**config.mk**
```make
export PLATFORM = sky130hd
export DESIGN_NAME = step_tick_gen
export DESIGN_NICKNAME = d
export VERILOG_FILES = /design/src/rtl/step_tick_gen_pkg.sv /design/src/rtl/step_tick_gen_debounce.sv /design/src/rtl/step_tick_gen.sv
export SDC_FILE = /design/constraint.sdc
export NUM_CORES = 1
export LEC_CHECK = 0
export CAP_MARGIN = 20
export CORE_MARGIN = 2
export CORE_UTILIZATION = 25
export CTS_CLUSTER_SIZE = 28
export DETAILED_ROUTE_END_ITERATION = 10
export GPL_TIMING_DRIVEN = 0
export PLACE_DENSITY = 0.38
export SLEW_MARGIN = 20
export SYNTH_ARGS = -nofsm -noshare
export SYNTH_HDL_FRONTEND = slang
export SYNTH_HIERARCHICAL = 1
export SYNTH_SLANG_ARGS = --single-unit
```
**constraint.sdc**
```tcl
create_clock -name clk -period 2 [get_ports clk]
set_input_delay 0.3 -clock clk [delete_from_list [all_inputs] [get_ports clk]]
set_output_delay 0.3 -clock clk [all_outputs]
set_load 0.03 [all_outputs]
```
**src/rtl/step_tick_gen_pkg.sv**
```systemverilog
// step_tick_gen_pkg: debouncer state enum, board timing defaults and counter width helper
package step_tick_gen_pkg;
  typedef enum logic [1:0] {IDLE, PRESS_WAIT, PRESSED, RELEASE_WAIT} db_state_e;
  localparam int unsigned CLK_HZ = 50_000_000;
  localparam int unsigned TICK_HZ = 100;
  localparam int unsigned DEBOUNCE_MS = 10;
  localparam int unsigned DEF_TICK_DIV = CLK_HZ / TICK_HZ;
  localparam int unsigned DEF_DEBOUNCE = CLK_HZ / 1000 * DEBOUNCE_MS;
  function automatic int unsigned cnt_w(input int unsigned n);
    return (n < 2) ? 1 : $clog2(n);
  endfunction
endpackage

```
**src/rtl/step_tick_gen_debounce.sv**
```systemverilog
// debounce: two-flop synchroniser plus hysteresis FSM turning a bouncing active-low button into a clean pressed level and rise strobe
module debounce
  import step_tick_gen_pkg::*;
#(
  parameter int unsigned DEBOUNCE = DEF_DEBOUNCE
) (
  input  logic clk,
  input  logic reset,
  input  logic btn_n,
  output logic level,
  output logic rise
);
  localparam int unsigned CW = cnt_w(DEBOUNCE);
  localparam logic [CW-1:0] CNT_MAX = CW'(DEBOUNCE - 1);
  db_state_e state_q, state_d;
  logic [CW-1:0] cnt_q, cnt_d;
  logic meta_q, sync_q, level_q, level_d, done;
  always_comb begin
    done = cnt_q == CNT_MAX;
    state_d = state_q;
    cnt_d = '0;
    level_d = level_q;
    case (state_q)
      IDLE: state_d = sync_q ? PRESS_WAIT : IDLE;
      PRESS_WAIT: begin
        state_d = !sync_q ? IDLE : done ? PRESSED : PRESS_WAIT;
        cnt_d = (sync_q && !done) ? cnt_q + CW'(1) : '0;
        level_d = sync_q && done;
      end
      PRESSED: state_d = sync_q ? PRESSED : RELEASE_WAIT;
      RELEASE_WAIT: begin
        state_d = sync_q ? PRESSED : done ? IDLE : RELEASE_WAIT;
        cnt_d = (!sync_q && !done) ? cnt_q + CW'(1) : '0;
        level_d = sync_q || !done;
      end
      default: state_d = IDLE;
    endcase
  end
  always_ff @(posedge clk or posedge reset)
    if (reset) begin
      meta_q <= 1'b0;
      sync_q <= 1'b0;
      state_q <= IDLE;
      cnt_q <= '0;
      level_q <= 1'b0;
    end else begin
      meta_q <= ~btn_n;
      sync_q <= meta_q;
      state_q <= state_d;
      cnt_q <= cnt_d;
      level_q <= level_d;
    end
  assign level = level_q;
  assign rise = level_d && !level_q;
endmodule

```
**src/rtl/step_tick_gen.sv**
```systemverilog
// step_tick_gen: single-step / automatic tick enable generator with debounced button, synchronised mode and divided LED square wave
module step_tick_gen
  import step_tick_gen_pkg::*;
#(
  parameter int unsigned TICK_DIV = DEF_TICK_DIV,
  parameter int unsigned DEBOUNCE = DEF_DEBOUNCE
) (
  input  logic clk,
  input  logic reset,
  input  logic btn_n,
  input  logic mode,
  output logic tick,
  output logic clk_slow,
  output logic btn_level,
  output logic mode_sync
);
  localparam int unsigned DW = cnt_w(TICK_DIV);
  localparam logic [DW-1:0] DIV_MAX = DW'(TICK_DIV - 1);
  logic mode_meta_q, mode_sync_q, mode_sync_d;
  logic tick_q, tick_d, clk_slow_q, clk_slow_d, wrap, rise;
  logic [DW-1:0] div_q, div_d;
  debounce #(.DEBOUNCE(DEBOUNCE)) u_debounce (
    .clk(clk),
    .reset(reset),
    .btn_n(btn_n),
    .level(btn_level),
    .rise(rise)
  );
  always_comb begin
    mode_sync_d = mode_meta_q;
    wrap = mode_sync_d && mode_sync_q && div_q == DIV_MAX;
    div_d = (!mode_sync_d || !mode_sync_q || wrap) ? '0 : div_q + DW'(1);
    clk_slow_d = clk_slow_q ^ wrap;
    tick_d = wrap || (rise && !mode_sync_d && !tick_q);
  end
  always_ff @(posedge clk or posedge reset)
    if (reset) begin
      mode_meta_q <= 1'b0;
      mode_sync_q <= 1'b0;
      div_q <= '0;
      tick_q <= 1'b0;
      clk_slow_q <= 1'b0;
    end else begin
      mode_meta_q <= mode;
      mode_sync_q <= mode_sync_d;
      div_q <= div_d;
      tick_q <= tick_d;
      clk_slow_q <= clk_slow_d;
    end
  assign tick = tick_q;
  assign clk_slow = clk_slow_q;
  assign mode_sync = mode_sync_q;
endmodule

```
; Word level (Yosys, flattened, before mapping)
; Index checks and enable logic that the tools add are counted.
[op_classes]
n_addsub = 2
eq_ne = 5
n_mux = 12
bitwise = 2
reduce_logical = 19
[op_table]
columns = op, count
row1 = 19-bit two-way mux, 3
row2 = 19-bit by 1-bit adder with 19-bit output (second input constant), 2
row3 = 19-bit equality test (second input constant), 2
row4 = 19-bit one-hot mux with 2 select lines, 1
row5 = 1-bit logical AND, 8
row6 = 2-bit two-way mux, 4
row7 = 2-bit one-hot mux with 4 select lines, 1
row8 = 1-bit zero test, 6
row9 = 2-bit equality test (second input constant), 2
row10 = 1-bit logical OR, 4
row11 = 2-bit by 1-bit equality test with 1-bit output (second input constant), 1
row12 = 2-bit zero test, 1
row13 = 1-bit two-way mux, 2
row14 = 1-bit one-hot mux with 2 select lines, 1
row15 = 1-bit inverter, 1
row16 = 1-bit bitwise XOR, 1
[word_totals]
register_bits = 47
inputBits = 4
out_inout_bits = 4
elab_cells = 50

; Depth between registers and ports, before layout
[depth]
ltp_word = 8
mapped_depth = 7

; Hierarchy
; Netlist, hierarchy kept.
[modules_own_cells]
columns = mod, n_inst, cells_per_inst, area_each_um2, seq_area_each_um2
row1 = debounce, 1, 121, 1209.9, 600.6
row2 = step_tick_gen, 1, 108, 1114.8, 575.6

; Worst setup path after synthesis
; Ideal clock, no wire load.
[synth_timing]
path_kind = register to register
start = reg u_debounce.cnt_q[0]
end = reg tick_q, in the netlist tick
setup_ns = 0.127
arrival_time_ns = 1.896
path_slack_ns = -0.023
path_stages_with_launch = 8
period_less_slack_ns = 2.023
cell_sequence = dfrtp_1 ha_1 nand4_1 or2_2 o41ai_1 a21oi_1 nor3b_1 or2_2
[synth_via]
elab_chain_cells = 8
[synth_rtl]
columns = element, line
row1 = from (decl), step_tick_gen_debounce.sv:16  ; logic [CW-1:0] cnt_q, cnt_d;
row2 = from (signal assigned), step_tick_gen_debounce.sv:50  ; cnt_q <= cnt_d;
row3 = 19-bit equality test *, step_tick_gen_debounce.sv:19  ; done = cnt_q == CNT_MAX;
row4 = 1-bit zero test, step_tick_gen_debounce.sv:34  ; level_d = sync_q || !done;
row5 = 1-bit logical OR, step_tick_gen_debounce.sv:34
row6 = 1-bit one-hot mux with 2 select lines *, step_tick_gen_debounce.sv:23  ; case (state_q)
row7 = 1-bit logical AND *, step_tick_gen_debounce.sv:54  ; assign rise = level_d && !level_q;
row8 = net rise, step_tick_gen.sv:20  ; logic tick_q, tick_d, clk_slow_q, clk_slow_d, wrap, rise;
row9 = 1-bit logical AND * (2 in series), step_tick_gen.sv:34  ; tick_d = wrap || (rise && !mode_sync_d && !tick_q);
row10 = 1-bit logical OR *, step_tick_gen.sv:34
row11 = net tick_d, step_tick_gen.sv:20
row12 = to (signal assigned), step_tick_gen.sv:47  ; tick_q <= tick_d;
row13 = to (decl), step_tick_gen.sv:20
; Mark *: on every way through the listed nets, which the timed path passes. The rest lies on a longest branch.

; Worst setup path in the final report
[layout_timing]
start = reg u_debounce.cnt_q[5]
end = reg tick_q, in the netlist tick
; Same word-level chain as after synthesis.

==> results.ini <==
[yosys]
synth_seq_cells=47
yosys_warnings=6
yosysTopAreaCell=dfrtp_1
ys_top_cells_by_count=dfrtp_1 (47), nor2_1 (33), xor2_1 (18)
syn_nets=235
synth_edf_count=0
synth_area_sq_mm=0.002325
netlist_top_cells_area=dfrtp_1 (51%), xor2_1 (6.8%), nor2_1 (5.3%)
synth-main-ff-cell=dfrtp_1
synth_cell_types=41
ys_seq_area_frac=0.5059
async_flop_share=1.000
synth_top_area_frac=0.5059
postSynthAreaPerCell_sq_um=10.15
yosysMostFrequentCell=dfrtp_1
synthCells=229

[finish]
drive_gt1_frac=0.1977
syn_to_final_growth_pct=22.98
stdcell_area_sq_mm=0.002859
layout.nets=263
final_cell_count_no_fill=369
n_antenna_cell=0
fin_util=0.3139

[routing]
first_iter_violations=72
wire_per_inst_um=13.85
vias=1707
ant_nets=0
route.detailed.drc=0
dr_wl_met3_um=111
wl_met2_mm=2.185
met1_length_mm=2.755
totalWireLength_mm=5.110
avgViaCountPerCell=4.626
highest_layer=met4
firstDrtPassIters=4

[global_routing]
grt_usage=0.1131
grt_pass1_vias=1711
grt_pass1_wl_mm=8.990
grt-ovfl-total=0
grt_max_degree=25
grt_antenna_before_repair=0

[sta]
slew_headroom=0.3965
period_needed_ns=2.035
drv_slew=0
setup_slack_ns=-0.03507
fin_crit_sh=1.018
hold_viol_final=0
tightest_slew_ns=0.9043
max_freq_mhz=491.4
whs_ns=0.3402
rsz0062_at_grt=yes
fin_skew_ns=0.006554
setup_viol=1

[critical_path]
slowest_stage=or4_4
ff2ff_setup_slack_ns=-0.04
crit_path_end=tick
cp_num_buf_inv=1
crit_cells=6
critical_path_class=reg -> reg
worst-path-max-fanout=4
reg2reg_from=u_debounce/cnt_q[5]
cp_data_arrival_time_ns=2.29
worstSetupStartpoint=u_debounce/cnt_q[5]
critPathMaxStageDelay_ns=0.55
critPathLaunchType=register
cp_data_required_time_ns=2.25
worstReg2RegEnd=tick
crit_chain=buf_6 > or4b_4 > or4_4 > a21oi_2 > nor3b_2 > or2_4
ff2ff_path_depth=6
endpoint_kind=register
crit_family=simple AND/OR/NAND/NOR gates

[place]
port_buffers=7
placed_cell_area_sq_mm=0.002544
dp_hpwl_mm=3.424
place_inst=347
place.gp.congestion=0.6636

[power_and_ir_drop]
leakage_nw=1.129
ir_drop_v=0.0002385
p_per_area_mw_per_mm2=662.5
power_mw=1.894

[floorplanning]
fp.coreArea_sq_mm=0.009109
start_util=0.2552
dieArea_sq_mm=0.01009
die_y_um=100.4
die_x_um=100.4
num_io_pins=8
placement_rows=35

[clocking]
cts.sinks=47
clkTransAtPathRegs_ns=0.09
cts_tree=yes
numCtsBuffers=5
h-tree-depth=2
clk_latency_ns=0.30
clockBufferDepth=2
cts-root-buf=clkbuf_8

[run_status]
status=finished with violations
violations=setup timing

[hold_path]
hp-class=in -> async

[run]
maxCapViolCount=0

metrics by stage:
stage / worst slack, ns / TNS, ns
floorplan: 0.006427 / 0
global placement: -0.2359 / -0.3140
detailed placement: -0.2503 / -0.3695
CTS: -0.02113 / -0.02113
global route: -0.1145 / -0.1305
finish: -0.03507 / -0.03507
repair_timing:
| item | 4_1_cts | 5_1_grt |
|---|---|---|
| gates resized for setup | 7 | 8 |
| pin swaps | 6 | 7 |
| setup endpoints to repair | 14 | 13 |
| cloned | 0 | 1 |
| buffers inserted | 5 | 8 |
| hold buffers | 0 | 0 |
placed cells by master, fill, tap and decap left out, types with 2 or more instances in the layout:
master	count
or4_1	2
buf_2	2
and3_1	2
nand2_1	13
nand4_1	10
dfrtp_2	2
nor3_2	2
bufinv_16	2
or4_4	4
o21ai_0	7
or2_4	2
a21oi_1	7
xor2_1	18
nor4_1	4
and2_1	2
clkdlybuf4s50_1	7
nand3_1	14
nand3b_1	2
nor2_1	33
clkbuf_8	5
or4b_1	2
and4_1	4
inv_1	8
nor3_1	4
buf_4	13
dfrtp_1	45
a21oi_2	2
xnor2_1	10
ha_4	2
or3_1	7
buf_6	3
worst min path at each step:
stage	slack, ns	from	endpoint
after floorplan	0.30	reset	clk_slow
after global placement	0.35	u_debounce/meta_q	u_debounce/sync_q
after detailed placement	0.35	u_debounce/meta_q	u_debounce/sync_q
after CTS	0.38	u_debounce/meta_q	u_debounce/sync_q
after global routing	0.37	reset	u_debounce/cnt_q[17]
final	0.34	reset	u_debounce/cnt_q[18]
power by group:
group	total [mW]	switching (mW)	internal, mW
registers	0.970	0.0103	0.960
logic	0.0830	0.0503	0.0327
clock network	0.841	0.342	0.499
total	1.89	0.403	1.49
final cells by class:
| cell class | instances | area [sq um] |
|---|---|---|
| clock buffers | 5 | 68.82 |
| well taps | 111 | 138.9 |
| fillers | 951 | 6250 |
| multi-input cells | 167 | 1140 |
| plain buffers | 6 | 47.55 |
| repair buffers | 22 | 187.7 |
| inverters | 8 | 30.03 |
| clock inverters | 3 | 67.56 |
| flip-flops and latches | 47 | 1179 |
routing by layer:
layer  up-vias  track usage
met4         0      0.03793
met1       829       0.1674
met5         -            0
met3         4      0.02507
met2        13       0.1621
li1        861            -
registers in the layout (all words and copies together), names as in the netlist:
signal	cells
mode_sync	1
clk_slow	1
tick	1
u_debounce/sync_q	1
mode_meta_q	1
u_debounce/state_q	2
div_q	19
u_debounce/level	1
u_debounce/cnt_q	19
u_debounce/meta_q	1
logic make-up (layout without fill, tap and decap cells):
family,count (synthesis),in the layout,synth area share
AO/OA/AOI/OAI,21,21,0.05706
adder cells (fa/ha/maj),2,2,0.01076
flip-flops,47,47,0.5059
multiplexers,1,1,0.004844
AND/OR/NAND/NOR,115,115,0.2793
XOR/XNOR,28,28,0.1055
buffers and inverters,15,44,0.03659
Note: power is estimated with default switching activity, not from simulation.
